<file path="src/rtl/chrono_pkg.sv">
// -----------------------------------------------------------------------------
// chrono_pkg
//   Shared definitions for the chronometer core:
//     - state_t  : top-level controller states (IDLE / RUN / PAUSE / DONE)
//     - BCD_W    : width of one BCD digit
//     - calc_div : prescaler division ratio from clock and tick frequencies
// -----------------------------------------------------------------------------
package chrono_pkg;

    localparam int BCD_W = 4;

    typedef enum logic [1:0] {
        ST_IDLE  = 2'd0,
        ST_RUN   = 2'd1,
        ST_PAUSE = 2'd2,
        ST_DONE  = 2'd3
    } state_t;

    // Number of fabric clock cycles per counter tick.
    function automatic int calc_div(input int clk_hz, input int tick_hz);
        return clk_hz / tick_hz;
    endfunction

endpackage

</file>
<file path="src/rtl/bcd_digit.sv">
// -----------------------------------------------------------------------------
// bcd_digit
//   One BCD digit of the chronometer value. Counts up or down by one when
//   cin is high and ripples a carry (up) or borrow (down) to the next digit.
//
//   Ports:
//     clk       fabric clock
//     rst       asynchronous reset, active-low
//     clear     synchronous clear to 0 (highest priority)
//     load      synchronous load of load_val (A-F are loaded as 9)
//     load_val  digit value to load
//     down      0 = count up, 1 = count down
//     cin       count enable / carry-or-borrow in from the lower digit
//     q         current digit value
//     cout      carry (up, q==9) or borrow (down, q==0) out to the next digit
// -----------------------------------------------------------------------------
module bcd_digit
    import chrono_pkg::*;
(
    input  logic             clk,
    input  logic             rst,
    input  logic             clear,
    input  logic             load,
    input  logic [BCD_W-1:0] load_val,
    input  logic             down,
    input  logic             cin,
    output logic [BCD_W-1:0] q,
    output logic             cout
);

    logic [BCD_W-1:0] load_fix;

    // Non-decimal digits saturate to 9 so the counter never holds an illegal code.
    assign load_fix = (load_val > 4'd9) ? 4'd9 : load_val;

    // The digit only passes the event on when it wraps.
    assign cout = cin & (down ? (q == 4'd0) : (q == 4'd9));

    // NOTE: every sequential register is written with <= so all flops update
    // from the same pre-edge values; = here would create order-dependent races.
    always_ff @(posedge clk or negedge rst) begin
        if (!rst) begin
            q <= '0;
        end else if (clear) begin
            q <= '0;
        end else if (load) begin
            q <= load_fix;
        end else if (cin) begin
            if (down) begin
                q <= (q == 4'd0) ? 4'd9 : q - 4'd1;
            end else begin
                q <= (q == 4'd9) ? 4'd0 : q + 4'd1;
            end
        end
    end

endmodule

</file>
<file path="src/rtl/chrono_lap_timer.sv">
// -----------------------------------------------------------------------------
// chrono_lap_timer
//   Single-clock chronometer core: tick prescaler, DIGITS-digit BCD up/down
//   counter, lap capture and countdown done flag. All timing is derived from
//   a tick-enable on the fabric clock; there are no generated clocks.
//
//   Parameters:
//     CLK_FPGA   input clock frequency in Hz
//     TICK_HZ    counter increment rate in Hz (CLK_FPGA/TICK_HZ must be >= 2)
//     DIGITS     number of BCD digits (value width = 4*DIGITS)
//
//   Ports:
//     clk        fabric clock
//     rst        asynchronous reset, active-low
//     start      start/resume request (rising edge)
//     stop       pause request (rising edge)
//     restart    clear/reload request (rising edge)
//     lap        lap capture request (rising edge)
//     mode_down  0 = count up, 1 = count down; latched when leaving IDLE
//     preload    countdown start value (BCD)
//     value      live BCD count
//     lap_value  last captured count
//     lap_valid  one-cycle pulse when lap_value updates
//     running    high in RUN
//     done       high in DONE (countdown reached 0)
//     overflow   sticky, set when the up-count wraps all-9s to 0
// -----------------------------------------------------------------------------
module chrono_lap_timer
    import chrono_pkg::*;
#(
    parameter int CLK_FPGA = 100000000,
    parameter int TICK_HZ  = 100,
    parameter int DIGITS   = 4
) (
    input  logic                    clk,
    input  logic                    rst,
    input  logic                    start,
    input  logic                    stop,
    input  logic                    restart,
    input  logic                    lap,
    input  logic                    mode_down,
    input  logic [DIGITS*BCD_W-1:0] preload,
    output logic [DIGITS*BCD_W-1:0] value,
    output logic [DIGITS*BCD_W-1:0] lap_value,
    output logic                    lap_valid,
    output logic                    running,
    output logic                    done,
    output logic                    overflow
);

    localparam int W   = DIGITS * BCD_W;
    localparam int DIV = calc_div(CLK_FPGA, TICK_HZ);
    localparam int PW  = $clog2(DIV);

    // -------------------------------------------------------------------------
    // Request edge detection: one event per rising edge of each button input.
    // -------------------------------------------------------------------------
    logic start_q, stop_q, restart_q, lap_q;
    logic start_ev, stop_ev, restart_ev, lap_ev;

    always_ff @(posedge clk or negedge rst) begin
        if (!rst) begin
            start_q   <= 1'b0;
            stop_q    <= 1'b0;
            restart_q <= 1'b0;
            lap_q     <= 1'b0;
        end else begin
            start_q   <= start;
            stop_q    <= stop;
            restart_q <= restart;
            lap_q     <= lap;
        end
    end

    assign start_ev   = start   & ~start_q;
    assign stop_ev    = stop    & ~stop_q;
    assign restart_ev = restart & ~restart_q;
    assign lap_ev     = lap     & ~lap_q;

    // -------------------------------------------------------------------------
    // State register, prescaler and mode latch
    // -------------------------------------------------------------------------
    state_t        state, state_d;
    logic [PW-1:0] presc;
    logic          tick;
    logic          mode_q;

    always_ff @(posedge clk or negedge rst) begin
        if (!rst) begin
            state <= ST_IDLE;
        end else begin
            state <= state_d;
        end
    end

    // The prescaler only advances in RUN, so a pause resumes mid-period.
    assign tick = (state == ST_RUN) && (presc == PW'(DIV - 1));

    always_ff @(posedge clk or negedge rst) begin
        if (!rst) begin
            presc <= '0;
        end else if (restart_ev || state == ST_IDLE || state == ST_DONE) begin
            presc <= '0;
        end else if (state == ST_RUN) begin
            presc <= tick ? '0 : presc + PW'(1);
        end
    end

    // Direction follows mode_down while idle and is frozen from the start edge on.
    always_ff @(posedge clk or negedge rst) begin
        if (!rst) begin
            mode_q <= 1'b0;
        end else if (state == ST_IDLE) begin
            mode_q <= mode_down;
        end
    end

    // -------------------------------------------------------------------------
    // BCD digit chain
    // -------------------------------------------------------------------------
    logic [DIGITS:0] carry;
    logic            value_zero;
    logic            value_one;
    logic            reload;
    logic            dig_clear;
    logic            dig_load;

    assign value_zero = (value == '0);
    assign value_one  = (value == W'(1));

    // Countdown never borrows below zero; reaching zero hands over to DONE.
    assign carry[0] = tick & ~restart_ev & ~(mode_q & value_zero);

    // IDLE tracks the start value every cycle; restart reloads from any state.
    assign reload    = (state == ST_IDLE) | restart_ev;
    assign dig_clear = reload ? ~mode_down : (state == ST_DONE);
    assign dig_load  = reload & mode_down;

    for (genvar k = 0; k < DIGITS; k++) begin : g_digit
        bcd_digit u_digit (
            .clk      (clk),
            .rst      (rst),
            .clear    (dig_clear),
            .load     (dig_load),
            .load_val (preload[k*BCD_W +: BCD_W]),
            .down     (mode_q),
            .cin      (carry[k]),
            .q        (value[k*BCD_W +: BCD_W]),
            .cout     (carry[k+1])
        );
    end

    // -------------------------------------------------------------------------
    // Next-state logic. Priority: restart > countdown completion > stop > start.
    // -------------------------------------------------------------------------
    logic done_cond;

    // Countdown completes when a tick takes the value from 1 to 0, or when the
    // run began at zero (no tick needed).
    assign done_cond = mode_q & (value_zero | (tick & value_one));

    // NOTE: state_d gets a default before the case so every path assigns it;
    // otherwise the tool infers a latch to hold the old value.
    always_comb begin
        state_d = state;
        unique case (state)
            ST_IDLE: begin
                if (!restart_ev && start_ev) begin
                    state_d = ST_RUN;
                end
            end
            ST_RUN: begin
                if (restart_ev) begin
                    state_d = ST_IDLE;
                end else if (done_cond) begin
                    state_d = ST_DONE;
                end else if (stop_ev) begin
                    state_d = ST_PAUSE;
                end
            end
            ST_PAUSE: begin
                if (restart_ev) begin
                    state_d = ST_IDLE;
                end else if (start_ev) begin
                    state_d = ST_RUN;
                end
            end
            ST_DONE: begin
                if (restart_ev) begin
                    state_d = ST_IDLE;
                end
            end
            default: state_d = ST_IDLE;
        endcase
    end

    // -------------------------------------------------------------------------
    // Output logic: status flags registered alongside the state so they match it.
    // -------------------------------------------------------------------------
    logic running_d, done_d;

    always_comb begin
        running_d = (state_d == ST_RUN);
        done_d    = (state_d == ST_DONE);
    end

    always_ff @(posedge clk or negedge rst) begin
        if (!rst) begin
            running <= 1'b0;
            done    <= 1'b0;
        end else begin
            running <= running_d;
            done    <= done_d;
        end
    end

    // Overflow is sticky until restart; only the up-count can wrap.
    always_ff @(posedge clk or negedge rst) begin
        if (!rst) begin
            overflow <= 1'b0;
        end else if (restart_ev) begin
            overflow <= 1'b0;
        end else if (carry[DIGITS] && !mode_q) begin
            overflow <= 1'b1;
        end
    end

    // Lap captures the value present before any coincident tick lands.
    always_ff @(posedge clk or negedge rst) begin
        if (!rst) begin
            lap_value <= '0;
            lap_valid <= 1'b0;
        end else if (restart_ev) begin
            lap_value <= '0;
            lap_valid <= 1'b0;
        end else if (lap_ev && (state == ST_RUN || state == ST_PAUSE)) begin
            lap_value <= value;
            lap_valid <= 1'b1;
        end else begin
            lap_valid <= 1'b0;
        end
    end

endmodule

</file>
<file path="config.mk">
export PLATFORM = sky130hd
export DESIGN_NAME = chrono_lap_timer
export DESIGN_NICKNAME = d
export VERILOG_FILES = /design/src/rtl/chrono_pkg.sv /design/src/rtl/bcd_digit.sv /design/src/rtl/chrono_lap_timer.sv
export SDC_FILE = /design/constraint.sdc
export NUM_CORES = 1
export LEC_CHECK = 0
export CAP_MARGIN = 20
export CELL_PAD_IN_SITES_DETAIL_PLACEMENT = 0
export CELL_PAD_IN_SITES_GLOBAL_PLACEMENT = 1
export CORE_ASPECT_RATIO = 0.75
export CORE_MARGIN = 1
export CORE_UTILIZATION = 42
export CTS_CLUSTER_DIAMETER = 30
export DETAILED_ROUTE_END_ITERATION = 8
export PLACE_DENSITY = 0.89
export SYNTH_ARGS = -nofsm -noshare
export SYNTH_HDL_FRONTEND = slang
export SYNTH_HIERARCHICAL = 1
export SYNTH_SLANG_ARGS = --single-unit
</file>
<file path="constraint.sdc">
create_clock -name clk -period 3.1 [get_ports clk]
set_input_delay 0.465 -clock clk [delete_from_list [all_inputs] [get_ports clk]]
set_output_delay 0.465 -clock clk [all_outputs]
set_load 0.02 [all_outputs]
</file>
==> qor.csv <==
metric,value,unit
status,"finished, final reports clean",
synth_top_area_share,38.6,%
crit_path_start_kind,flop,
h-tree-depth,3,
postCtsSetupRepairBufs,0,
power_leakage,2.05,nW
start_util,44.2,%
setup_slack,303,ps
dpl.cell_count,652,
antenna_left,0,
min_period,2800,ps
core_area,0.00923,sq mm
final_cell_count_no_fill,667,
grt.busiest_layer,met2,
synth-edff-count,0,
antenna_cells,0,
synth_cells,471,
die_w,116,um
min_path_type,input pin to async pin,
clkLatencyLatePin,330,ps
ctsHoldBuffers,0,
synth.distinct_cells,52,
antenna_found_initial,0,
grt_max_degree,64,
grtUsageTotal,22.4,%
yosys-top-cells-area,"dfrtp_1 (39%), ha_1 (5.5%), a21oi_1 (5.3%)",
yosysTopAreaCell,dfrtp_1,
placed_area,0.00481,sq mm
drtIter0Drc,353,
final_util,55.5,%
grt_first_pass_wirelength,17.4,mm
max_slew_margin,46.1,%
io_buffers,58,
gp_congestion,0.852,
path_clk_slew,50,ps
ys_ff_latch,63,
n_fill_cell,856,
cts_tree,done,
grt_use_met2,34.2,%
grt_pass1_vias,3521,
cp.required,3360,ps
async_flop_share,100,%
ys_seq_area_share,38.6,%
crit_type,flop to flop,
rsz0062_at_grt,false,
routedWlPerCell,15.7,um
nets,576,
setup_viol,0,
tightest_slew,808,ps
crit_path_max_fanout,8,
dr.pass1.iters,5,
syn_area,0.00408,sq mm
regArea,0.00158,sq mm
ys.flop_type,dfrtp_1,
worstReg2RegStart,presc[8],
cts-buffers-inserted,9,
grtUsageMet3,5.64,%
drt_wl_total,10.5,mm
vias,3641,
drt-vias-per-instance,5.46,
drcViolationCount,0,
critPathCaptureType,flop,
num_rows,30,
clock_sinks,63,
die-area,0.0101,sq mm
hpwlAfterDp,7.25,mm
yosysWarnings,6,
syn_to_final_growth,25.5,%
multi_input_area,0.00227,sq mm
maxCapViolCount,0,
cts_root_buf,clkbuf_16,
tns,0,ps
startpoint,presc[8],
fin_area,0.00512,sq mm
peakVddDrop,0.000374,V
cts.path.max_buffers,2,
drv_slew,0,
p_per_area,781,mW/mm^2
die_h,87.4,um
crit_arrival,3050,ps
synth.avg_cell_area,8.67,sq um
place_ws,280,ps
drive_above_1_share,9.83,%
gr-total-overflow,0,
grtUsageMet1,31.3,%
clock.fmax,0.358,GHz
syn-num-nets,512,
hold_viol,0,
cts_resized,0,
ios,59,
fin_crit_sh,90.2,%
finClkSkew,5.35,ps
==> final cells by class <==
| type | instances | share of cell area, % |
|---|---|---|
| flip-flops and latches | 63 | 30.8 |
| repair buffers | 74 | 13.6 |
| clock buffers | 11 | 4.74 |
| multi-input cells | 358 | 44.3 |
| clock inverters | 4 | 1.37 |
| inverters | 29 | 2.12 |
| well taps | 128 | 3.13 |
==> layout by cell type, fill, tap and decap left out, types with 3 or more instances in the layout <==
cell type and instances:
o21ba_2 4, o21ai_1 9, a21oi_1 43, nand3b_1 13, o211ai_1 4, buf_4 16, inv_1 28, nor4_1 8
dfrtp_1 63, o21ai_0 12, xnor2_1 18, o22ai_1 8, clkdlybuf4s50_1 57, o21bai_1 8, nand3_1 14, a31oi_1 16
clkbuf_16 9, a21boi_0 5, nand4_1 3, mux2_2 4, and2_1 4, o21a_1 5, nor3_1 16, nor4b_1 5
nor3b_1 5, nand2_1 49, nand2b_1 16, a22o_1 4, nor2_1 35, ha_1 18
==> where the power goes <==
group	internal (mW)	total, mW	switching [mW]	leakage, nW
logic	0.754	1.76	1.01	1.04
registers	0.948	1.18	0.228	0.856
clock network	0.717	1.06	0.345	0.155
total	2.42	4.00	1.58	2.05
==> synthesized netlist by cell type, drive strengths merged (4+ instances only) <==
master and instances:
o21ai 21, nor4 10, a22o 4, inv 29
a21oi 43, nand3 15, a21boi 5, xnor2 18
o22ai 8, mux2 4, o21bai 8, clkbuf 6
a31oi 16, buf 15, nand2 50, o21ba 4
a211oi 4, nor3b 5, nand2b 16, nand3b 13
nor3 16, and2 5, dfrtp 63, o211ai 4
nor4b 5, o21a 5, nor2 35, ha 18
==> layer usage <==
layer	wire, um	up-vias
li1	-	1807
met1	5080	1719
met2	4780	99
met3	508	16
met4	131	0
met5	0	-
==> critical path, cell delays in order, from the launching register on <==
cell      delay, ps
dfrtp_1         410
or4b_1          560
nor4_2          210
nand3_2         230
nor2_1          200
and2_1          160
and2_1          240
and2_2          250
nand2b_1        110
a31oi_1         140
o21ai_1          80
a21oi_1         120
==> through the flow <==
step	total power, mW	hold WS, ps
finish	4.00	316
detailed placement	2.93	495
global route	4.27	396
CTS	4.02	341
global placement	2.90	493
floorplan	2.34	169
==> logic make-up (layout without fill, tap and decap cells) <==
kind of cell | after synthesis | after routing | synth area share, %
DFF | 63 | 63 | 38.6
muxes | 4 | 4 | 1.10
adders and majority gates | 18 | 18 | 5.52
and+or+nand+nor | 185 | 185 | 23.8
buffers and inverters | 50 | 118 | 5.86
AOI/OAI and AO/OA | 131 | 131 | 20.8
xor gates and xnor gates | 20 | 20 | 4.29
==> registers in the layout, indices dropped and copies added (netlist names) <==
register           cells
presc                 20
g_digit.u_digit/q     16
lap_value             16
state                  2
done                   1
lap_q                  1
lap_valid              1
mode_q                 1
overflow               1
restart_q              1
running                1
start_q                1
stop_q                 1
==> worst paths after layout <==
| check | endpoint | slack, ps | depth (start not counted) |
|---|---|---|---|
| hold reg to reg | presc[18] | 500 | 1 |
| min in group clk | presc[18] | 500 | 1 |
| setup reg to reg | g_digit[3].u_digit/q[2] | 300 | 11 |
| setup / recovery | g_digit[3].u_digit/q[2] | 300 | 11 |
| hold / removal | presc[5] | 320 | 2 |
| max in group asynchronous | lap_value[8] | 2260 | 2 |
(Power assumes the default switching activity.)
